$ cat src/rtl/seg7_pkg.sv
// Shared constants for the seven-segment scan driver: digit count, blanking
// codes and the active-low hex segment table ({g,f,e,d,c,b,a}).
package seg7_pkg;

    localparam int unsigned NDIG = 8;

    localparam logic [6:0] SEG_OFF = 7'h7F;
    localparam logic [7:0] AN_OFF  = 8'hFF;

    localparam logic [6:0] HEX_SEG [16] = '{
        7'h40, 7'h79, 7'h24, 7'h30,
        7'h19, 7'h12, 7'h02, 7'h78,
        7'h00, 7'h10, 7'h08, 7'h03,
        7'h46, 7'h21, 7'h06, 7'h0E
    };

    // Active-low one-hot anode select for a digit index.
    function automatic logic [7:0] anode_sel(input logic [2:0] idx);
        return ~(8'b0000_0001 << idx);
    endfunction

endpackage

$ cat src/rtl/seg7_hex_decoder.sv
// Combinational nibble to active-low seven-segment code.
module seg7_hex_decoder
    import seg7_pkg::*;
(
    input  logic [3:0] nibble,
    output logic [6:0] seg
);

    always_comb begin
        seg = HEX_SEG[nibble];
    end

endmodule

$ cat src/rtl/seg7_scan_driver.sv
// Eight-digit multiplexed seven-segment driver with guard interval, frame-aligned
// commit of written values and optional leading-zero blanking.
module seg7_scan_driver
    import seg7_pkg::*;
#(
    parameter int unsigned DIV   = 100000,
    parameter int unsigned GUARD = 1000
) (
    input  logic        clk,
    input  logic        rst,
    input  logic        wr_en,
    input  logic [31:0] wr_data,
    input  logic        blank_lz,
    output logic        frame_sync,
    output logic [7:0]  Anode_Control,
    output logic [6:0]  Cathode_Control
);

    localparam int unsigned CW = (DIV > 1) ? $clog2(DIV) : 1;

    if (DIV < 2) begin : g_bad_div
        $error("seg7_scan_driver: DIV must be at least 2");
    end
    if (GUARD >= DIV) begin : g_bad_guard
        $error("seg7_scan_driver: GUARD must be less than DIV");
    end

    logic [CW-1:0] cnt_q, cnt_d;
    logic [2:0]    idx_q, idx_d;
    logic [31:0]   disp_q, disp_d;
    logic [31:0]   pend_q, pend_d;
    logic          pend_v_q, pend_v_d;
    logic [7:0]    an_q, an_d;
    logic [6:0]    cath_q, cath_d;
    logic          fs_q;

    logic          last_cnt;
    logic          wrap;
    logic          in_guard;
    logic          blank;
    logic [3:0]    nibble;
    logic [31:0]   above;
    logic [6:0]    seg;

    assign last_cnt = (cnt_q == CW'(DIV - 1));
    assign wrap     = last_cnt && (idx_q == 3'(NDIG - 1));

    // Scan counters and frame-aligned commit of the pending value.
    always_comb begin
        cnt_d    = last_cnt ? '0 : cnt_q + CW'(1);
        idx_d    = last_cnt ? idx_q + 3'd1 : idx_q;
        pend_d   = pend_q;
        pend_v_d = pend_v_q;
        disp_d   = disp_q;
        if (wr_en) begin
            pend_d = wr_data;
        end
        if (wrap) begin
            pend_v_d = 1'b0;
            if (wr_en) begin
                disp_d = wr_data;
            end else if (pend_v_q) begin
                disp_d = pend_q;
            end
        end else if (wr_en) begin
            pend_v_d = 1'b1;
        end
    end

    assign nibble   = disp_q[{idx_q, 2'b00} +: 4];
    assign above    = disp_q >> {idx_q, 2'b00};
    assign in_guard = (cnt_q < CW'(GUARD));
    // Digit 0 is never blanked so a zero value still shows a single 0.
    assign blank    = blank_lz && (idx_q != 3'd0) && (above == 32'd0);

    seg7_hex_decoder u_dec (
        .nibble (nibble),
        .seg    (seg)
    );

    always_comb begin
        an_d   = AN_OFF;
        cath_d = SEG_OFF;
        if (!in_guard && !blank) begin
            an_d   = anode_sel(idx_q);
            cath_d = seg;
        end
    end

    always_ff @(posedge clk) begin
        if (rst) begin
            cnt_q    <= '0;
            idx_q    <= 3'd0;
            disp_q   <= 32'd0;
            pend_q   <= 32'd0;
            pend_v_q <= 1'b0;
            an_q     <= AN_OFF;
            cath_q   <= SEG_OFF;
            fs_q     <= 1'b0;
        end else begin
            cnt_q    <= cnt_d;
            idx_q    <= idx_d;
            disp_q   <= disp_d;
            pend_q   <= pend_d;
            pend_v_q <= pend_v_d;
            an_q     <= an_d;
            cath_q   <= cath_d;
            fs_q     <= wrap;
        end
    end

    assign frame_sync      = fs_q;
    assign Anode_Control   = an_q;
    assign Cathode_Control = cath_q;

endmodule

$ cat config.mk
export PLATFORM = sky130hd
export DESIGN_NAME = seg7_scan_driver
export DESIGN_NICKNAME = d
export VERILOG_FILES = /design/src/rtl/seg7_pkg.sv /design/src/rtl/seg7_hex_decoder.sv /design/src/rtl/seg7_scan_driver.sv
export SDC_FILE = /design/constraint.sdc
export NUM_CORES = 1
export LEC_CHECK = 0
export CORE_MARGIN = 2
export CORE_UTILIZATION = 50
export DETAILED_ROUTE_END_ITERATION = 12
export GPL_ROUTABILITY_DRIVEN = 0
export PLACE_DENSITY = 0.68
export SYNTH_ARGS = -nofsm -noshare
export SYNTH_HDL_FRONTEND = slang
export SYNTH_HIERARCHICAL = 1
export SYNTH_SLANG_ARGS = --single-unit
export TNS_END_PERCENT = 20
$ cat constraint.sdc
create_clock -name clk -period 5.7 [get_ports clk]
set_input_delay 1.14 -clock clk [delete_from_list [all_inputs] [get_ports clk]]
set_output_delay 1.14 -clock clk [all_outputs]
set_load 0.01 [all_outputs]
# ---- Word-level counts from Yosys, hierarchy flattened
# Memories as Yosys holds them, arrays and structs flattened. A register that Yosys moved wholly into a read port is not among the register bits.
# Index checks and enable logic that the tools add are counted.
dict set report totals {
  regBits 94
  mem_bits_ro 112
  in_bits 36
  output_inout_bits 16
  memories 1
}
# memory words width rd rd_clocked_by_memory_dff write_ports line
set mem_list {}
lappend mem_list {{(no name shown)} 16 7 1 1 0 seg7_hex_decoder.sv:10} ;# seg = HEX_SEG[nibble];
dict set report op_classes {
  addsub 2
  order_cmp 1
  n_eq_ne 2
  n_shift 3
  n_mux 2
  n_bitwise 3
  n_reduce_logical 13
}
# cell n
set ops {}
lappend ops {{32-bit two-way mux} 2}
lappend ops {{32-bit zero test} 1}
lappend ops {{32-bit by 6-bit indexed part select with 4-bit output} 1}
lappend ops {{32-bit by 5-bit >> shifter with 32-bit output} 1}
lappend ops {{17-bit by 1-bit adder with 17-bit output, second input constant} 1}
lappend ops {{17-bit == test, second input constant} 1}
lappend ops {{17-bit by 10-bit < comparator with 1-bit output, second input constant} 1}
lappend ops {{8-bit inverter} 1}
lappend ops {{1-bit by 3-bit << shifter with 8-bit output, first input constant} 1}
lappend ops {{2-bit OR reduction} 3}
lappend ops {{4-bit inverter with 5-bit output} 1}
lappend ops {{1-bit logical AND} 4}
lappend ops {{3-bit by 1-bit adder with 3-bit output, second input constant} 1}
lappend ops {{3-bit == test, second input constant} 1}
lappend ops {{3-bit nonzero test} 1}
lappend ops {{1-bit zero test} 2}
lappend ops {{2-bit AND reduction} 1}
lappend ops {{2-bit nonzero test} 1}
lappend ops {{1-bit inverter} 1}

# ---- Depth between registers and ports, before layout
# Gate-level depths: netlist (run 1).
dict set report logic_depth {
  word_depth 7
  ltp_mapped 11
}

# ---- Hierarchy
# Netlist (run 1), hierarchy kept.
# mod instances cells_each area_each_um2 seq_area_each_um2
set modules_own_cells {}
lappend modules_own_cells {seg7_scan_driver 1 465 4421.7 2021.9}
lappend modules_own_cells {seg7_hex_decoder 1 33 274.0 0.0}

# ---- Worst setup path before layout (run 1)
# OpenSTA, ideal clock, no wires.
dict set report synth_path {
  path_kind {reg-to-reg}
  startpoint {register idx_q[0]}
  endpoint {register cath_q[3] (netlist: Cathode_Control[3])}
  setup_ns 0.136
  t_arrival_ns 2.473
  t_required_ns 5.564
  setup_slack_ns 3.091
  stages_incl_launch_ff 11
  n_path_buf 2
  synth_period_minus_slack_ns 2.609
  path_cell_list {dfxtp_1 clkbuf_1 buf_2 mux4_2 nand2_1 nand2_1 inv_1 ha_1 inv_1 mux4_1 o21bai_1}
}
dict set report synth_between {
  elab_chain_cells 7
  word_cells_on_any_way 11
  cone_classes {shift (2); bitwise (2); reduce/logical (7)}
}
# item line
set synth_lines {}
lappend synth_lines {{start: declaration} seg7_scan_driver.sv:29} ;# logic [2:0] idx_q, idx_d;
lappend synth_lines {{start signal: assignment} seg7_scan_driver.sv:102} ;# idx_q <= idx_d;
lappend synth_lines {{32-bit by 5-bit >> shifter with 32-bit output} seg7_scan_driver.sv:71} ;# assign above = disp_q >> {idx_q, 2'b00};
lappend synth_lines {{named net above[0]} seg7_scan_driver.sv:42} ;# logic [31:0] above;
lappend synth_lines {{32-bit zero test} seg7_scan_driver.sv:74} ;# assign blank = blank_lz && (idx_q != 3'd0) && (above == 32'd0);
lappend synth_lines {{1-bit logical AND} seg7_scan_driver.sv:74}
lappend synth_lines {{1-bit zero test} seg7_scan_driver.sv:84} ;# if (!in_guard && !blank) begin
lappend synth_lines {{1-bit logical AND} seg7_scan_driver.sv:84}
lappend synth_lines {{1-bit inverter (no line)} --}
lappend synth_lines {{2-bit OR reduction (no line)} --}
lappend synth_lines {{end: declaration} seg7_scan_driver.sv:34} ;# logic [6:0] cath_q, cath_d;
# The timed path passes the listed nets, and every way through them passes these cells.
# A chain may end at the register's enable or synchronous reset.

# ---- Worst setup path after layout (run 1)
dict set report layout_path {
  startpoint {input port rst}
  endpoint {register an_q[3] (netlist: Anode_Control[3])}
}
dict set report layout_between {
  elab_chain_cells 1
}
# item line
set layout_lines {}
lappend layout_lines {{start: declaration} seg7_scan_driver.sv:10} ;# input logic rst,
lappend layout_lines {{2-bit OR reduction (no line)} --}
lappend layout_lines {{end signal: assignment} seg7_scan_driver.sv:106} ;# an_q <= an_d;
lappend layout_lines {{end: declaration} seg7_scan_driver.sv:33} ;# logic [7:0] an_q, an_d;
# Every way passes these cells.

==> results of run 1 <==
power by group through the flow:
stage	registers, uW	logic (uW)	clock network (uW)
finish	725	74.2	550
global placement	741	73.4	0
CTS	726	75.4	566
global route	727	81.8	594
detailed placement	742	75.0	0
floorplan	741	42.5	0
final timing paths:
check | from | end | slack (ns) | depth (start not counted)
setup / recovery | rst | Anode_Control[3] | 2.51 | 7
hold / removal | disp_q[2] | disp_q[2] | 0.47 | 2
setup reg to reg | idx_q[0] | Anode_Control[3] | 2.55 | 5
hold reg to reg | disp_q[2] | disp_q[2] | 0.47 | 2
critical path: stages:
cell             delay [ns]
clkdlybuf4s50_1        0.40
buf_4                  0.25
clkinv_1               0.20
buf_4                  0.33
nand2_1                0.11
a41oi_1                0.68
o21ai_0                0.25
cells in the mapped netlist (3+ instances only):
library cell / n
dfxtp_1: 101
nor2_1: 87
nand2_1: 37
mux2i_1: 29
and2_1: 26
o21a_1: 24
ha_1: 14
inv_1: 14
clkbuf_1: 13
nand3_1: 12
a21oi_1: 10
mux2_2: 10
mux4_2: 9
xor2_1: 9
o21bai_1: 8
nand4_1: 7
nor3_1: 7
o21ai_0: 7
xnor2_1: 7
buf_2: 6
and3_1: 5
nor4_1: 4
a31oi_1: 3
buf_1: 3
buf_6: 3
o211ai_1: 3
o31ai_1: 3
sequential cells by signal, indices dropped and copies added, names as in the netlist:
signal and flops:
Anode_Control 8, Cathode_Control 7, cnt_q 17, disp_q 32, frame_sync 1, idx_q 3, pend_q 32, pend_v_q 1
metrics by stage:
stage,setup slack (ns),power (uW),area (sq um),util [%],hold slack (ns)
floorplan,3.091,783.2,4696,-,0.4289
global placement,2.305,814.9,5215,56.71,0.4457
detailed placement,2.097,817.1,5215,56.71,0.4487
CTS,2.501,1367,5463,59.40,0.4650
global route,2.286,1403,5463,59.40,0.4790
finish,2.515,1349,5463,59.40,0.4668
layer usage:
metal	part of all wire, %	up-vias
met4	1.4	0
met1	48	1679
li1	-	1791
met3	4.7	14
met2	46	79
met5	0	-
kinds of logic (layout without fill, tap and decap cells):
logic type / Yosys count / after routing / share of synthesized area, %
muxes: 50 / 50 / 13.78
AOI/OAI and AO/OA: 73 / 73 / 11.19
adders and majority gates: 14 / 14 / 3.730
xor gates and xnor gates: 16 / 16 / 2.984
DFF: 101 / 101 / 43.06
buffers and inverters: 43 / 86 / 4.423
and+or+nand+nor: 201 / 201 / 20.84
cells in the final DEF (no fill, tap or decap), types with 8 or more instances in the layout:
master	count
ha_1	14
mux2_2	10
nor2_1	87
and2_1	26
mux4_2	9
clkdlybuf4s50_1	50
mux2i_1	29
inv_1	14
xor2_1	9
clkbuf_8	10
o21a_1	24
o21bai_1	8
a21oi_1	10
nand3_1	12
nand2_1	37
dfxtp_1	101
cell type report:
type | count | area (sq um) | share of cell area [%]
sequential | 101 | 2022 | 37.01
tap | 111 | 138.9 | 2.542
clock inverter | 5 | 106.4 | 1.947
multi-input combinational | 354 | 2466 | 45.14
inverter | 16 | 60.06 | 1.099
timing repair buffer | 54 | 528.0 | 9.666
clock buffer | 11 | 141.4 | 2.588
==> metrics.md, run 1 <==
| Metric | Value |
|---|---|
| DRC viols | `0` |
| Final ANT Viol Nets | `0` |
| Final Net Count | `586` |
| Slew HR | `34.68%` |
| Cells after Synth | `498` |
| CTS root buf | `clkbuf_8` |
| Total net switching power | `282.2 uW` |
| GR Util met2 | `a little under a third` |
| Max Slew Vio Count | `0` |
| Maximum VDD drop | `~0.15 mV` |
| Fill count | `816` |
| Wirelength per Cell | `14.30 um` |
| Setup Skew | `0.01380 ns` |
| Final period utilization | `55.88%` |
| Core footprint | `0.009196 sq mm` |
| # IOs | `52` |
| Async SR Flop Fraction | `0%` |
| Power density over the cells | `247.0 mW/mm^2` |
| First-pass GRT wire length | `15.64 mm` |
| CTS tree | `yes` |
| Top cell type's share of synthesized area | `roughly 43%` |
| Netlist cell types | `56` |
| Setup TNS | `0 ns` |
| Critical path class | `input pin to register` |
| Number of synthesized register bits | `101` |
| CP required | `slightly below 6 ns` |
| WP data arrival | `3.38 ns` |
| Fin. Hold Viols | `0` |
| Number of synthesized flops with an enable pin | `0` |
| CTS-repair resized insts | `0` |
| Routed WL | `roughly 9.3 mm` |
| Hold crit path type | `register to register` |
| Die Ht | `slightly above 100 um` |
| CTS buffer count | `9` |
| Max_cap viols | `0` |
| GR peak layer | `met2` |
| H-tree levels | `3` |
| Grt total ovfl | `0` |
| Total track usage | `between 10% and 20%` |
| Internal power | `around 1100 uW` |
| Worst Path Max Fanout | `39` |
| Largest area contributor in the netlist | `dfxtp_1` |
| Mapped Nets | `roughly 550` |
| Ranking of synthesized cells by area | `dfxtp_1 43%, nor2_1 7.0%, mux2i_1 6.2%, mux4_2 4.3%, o21a_1 3.8%` |
| Num rows | `35` |
| Die area | `0.01018 sq mm` |
| Ant. Diodes | `0` |
| Initial Util | `51.06%` |
| Post-Syn Area | `0.004696 sq mm` |
| Sw Share | `between 20% and 30%` |
| Combinational Power Share | `between 5 and 6%` |
| Yosys warning count | `6` |
| DR iter-0 viols | `173` |
| Final setup fails | `0` |
| Ys flop type | `dfxtp_1` |
| Met3 GRT Util | `4.230%` |
| Initial antenna violation count | `0` |
| Post-CTS Setup Bufs | `0` |
| Chip width | `slightly above 100 um` |
| Drt first pass iters | `4` |
| Non-filler cells, final | `652` |
| Post-CTS Hold Buffers | `0` |
| Worst-Skew Late Latency | `0.36 ns` |
| Number of port buffers | `51` |
| RSZ-0062 raised after global routing | `no` |
| Register area share after synthesis | `between 40% and 50%` |
| Maximum clock path buffer count | `2` |
| Tightest Pin Transition | `0.9785 ns` |
| Share of post-route cells with drive strength above 1 | `8.872%` |
| Status | `complete, no violations` |
| Drt via density | `roughly 5.5` |
| Worst setup EP type | `register` |
| Met1 Resource Use GR | `25.95%` |
| Vias in the first global route | `3256` |
| CP Launch Type | `input pin` |
| Worst-path clk slew | `0.09 ns` |
| Via count | `3563` |
| Hpwl dp | `6.667 mm` |
| Reg power frac | `53.8%` |
| Syn-to-layout area delta | `16.33%` |
| Dpl cells | `636` |
| Min Tclk post-route | `3.185 ns` |
| Syn Area/Cell | `about 9.4 sq um` |
| Power share of the clock group | `40.7%` |
| CTS Sinks | `101` |
| Leakage dissipation | `0.002127 uW` |
| Largest net degree at the start of global routing | `50` |
| Fmax achieved | `313.9 MHz` |
Note: power is estimated with default switching activity, not from simulation.
==> run 2: changes to the inputs <==
==> constraint.sdc (replaced) <==
create_clock -name clk -period 3 [get_ports clk]
set_input_delay 0.6 -clock clk [delete_from_list [all_inputs] [get_ports clk]]
set_output_delay 0.6 -clock clk [all_outputs]
set_load 0.01 [all_outputs]
==> run 2 against run 1 <==
Cell count is 1.5% higher; sequential share of layout area is 0.13 points lower; register-to-register slack worse by 2.2 ns; sequential power is 90% higher; total power is 72% higher; non-clock buffer count is 10 higher; worst setup slack worse by 2.2 ns; via count is 2.2% higher.
==> metrics.md, run 2 (synthesis gave the netlist of run 1 again) <==
| Metric | Value |
|---|---|
| First-pass GRT wire length | `16.19 mm` |
| Total track usage | `19.96%` |
| CP Launch Type | `register` |
| Fill count | `841` |
| Grt total ovfl | `0` |
| CTS Sinks | `101` |
| Register area | `slightly above 0.002 sq mm` |
| Final ANT Viol Nets | `0` |
| Chip width | `100.9 um` |
| Fin. Hold Viols | `0` |
| Hpwl dp | `6.947 mm` |
| Wirelength per Cell | `14.60 um` |
| Most common cell after layout, fill and taps aside | `dfxtp_1` |
| Initial Util | `about half` |
| Maximum VDD drop | `0.2524 mV` |
| Core footprint | `0.009196 sq mm` |
| Final WS setup | `between 0.3 and 0.4 ns` |
| Worst-path clk slew | `0.10 ns` |
| WP data arrival | `2.93 ns` |
| Max Slew Vio Count | `0` |
| Num rows | `35` |
| Critical path class | `register to register` |
| Multi-input gate area | `0.002466 sq mm` |
| Worst setup EP type | `register` |
| Die area | `0.01018 sq mm` |
| Cell Area, Placed | `0.005303 sq mm` |
| Hold crit path type | `register to register` |
| Status | `complete, no violations` |
| Final Net Count | `596` |
| Ant. Diodes | `0` |
| H-tree levels | `3` |
| Min Tclk post-route | `between 2 and 3 ns` |
| Leakage dissipation | `around 0.0022 uW` |
| Number of port buffers | `51` |
| Maximum clock path buffer count | `2` |
| Final setup fails | `0` |
| Worst-Skew Late Latency | `0.36 ns` |
| Setup Skew | `around 0.015 ns` |
| Setup TNS | `0 ns` |
| Drt first pass iters | `4` |
| DR iter-0 viols | `between 150 and 200` |
| Design area | `between 0.005 and 0.006 sq mm` |
| Post-CTS Hold Buffers | `0` |
| RSZ-0062 raised after global routing | `no` |
| Largest registers | `disp_q x32, pend_q x32, cnt_q x17` |
| Pre-CTS setup slack | `0.3836 ns` |
| CTS tree | `yes` |
| Largest net degree at the start of global routing | `between 40 and 50` |
| Tightest Pin Transition | `around 0.87 ns` |
| DRC viols | `0` |
| # IOs | `52` |
| Routed WL | `9.666 mm` |
| CTS root buf | `clkbuf_8` |
| Die Ht | `about 100 um` |
| Share of post-route cells with drive strength above 1 | `10.34%` |
| Worst Path Max Fanout | `10` |
| Power density over the cells | `422.2 mW/mm^2` |
| Max_cap viols | `0` |
| Drt via density | `5.500` |
| CTS buffer count | `9` |
| Most frequent cells in the layout | `101 x dfxtp_1, 87 x nor2_1, 50 x clkdlybuf4s50_1` |
| Post-CTS Setup Bufs | `0` |
| Final period utilization | `88.56%` |
| CTS-repair resized insts | `0` |
| Via count | `3641` |
| CP required | `3.28 ns` |
| Vias in the first global route | `3423` |
| Fmax achieved | `about 380 MHz` |
| Syn-to-layout area delta | `16.73%` |
| Initial antenna violation count | `0` |
| Slew HR | `roughly two fifths` |
run 2: power by group:
group | switching [uW] | internal (uW) | leakage, uW | total (uW)
logic | 61.9 | 78.1 | 0.00124 | 140
registers | 9.79 | 1370 | 0.000821 | 1380
clock network | 448 | 347 | 0.0000857 | 795
run 2: worst max-delay path, cell delays in order, from the launching register on:
cell and delay [ns]:
dfxtp_1 0.64, mux4_2 0.60, a2111oi_2 0.51, a41oi_1 0.50
o21ai_0 0.33
run 2: area by class of cell:
class	count	share of cell area, %
flip-flops and latches	101	36.89
clock inverters	3	0.3652
inverters	16	1.096
multi-input cells	354	44.99
clock buffers	13	2.899
well taps	111	2.534
repair buffers	64	11.23
run 2: path summary, 6_finish.rpt:
| check | from | endpoint | slack (ns) | cells past startpoint |
|---|---|---|---|---|
| max | idx_q[0] | Anode_Control[7] | 0.34 | 4 |
| min | disp_q[0] | disp_q[0] | 0.48 | 2 |
| max reg2reg | idx_q[0] | Anode_Control[7] | 0.34 | 4 |
| min reg2reg | disp_q[0] | disp_q[0] | 0.48 | 2 |
run 2: layer usage:
| layer | global-route usage (%) | wire length (um) | share of wire (%) |
|---|---|---|---|
| met5 | 0 | 0 | 0 |
| met4 | 6.445 | 120 | 1.2 |
| met3 | 4.092 | 475 | 4.9 |
| met2 | 33.28 | 4558 | 47 |
| met1 | 25.99 | 4512 | 47 |
run 2: through the flow:
stage | power [uW] | cells | util, % | hold WS (ns)
after floorplan | 1488 | 498 | - | 0.4289
after global placement | 1548 | 646 | 57.66 | 0.4533
after detailed placement | 1553 | 646 | 57.66 | 0.4569
after CTS | 2347 | 662 | 59.61 | 0.4712
after global routing | 2411 | 662 | 59.61 | 0.4951
final | 2314 | 662 | 59.61 | 0.4774
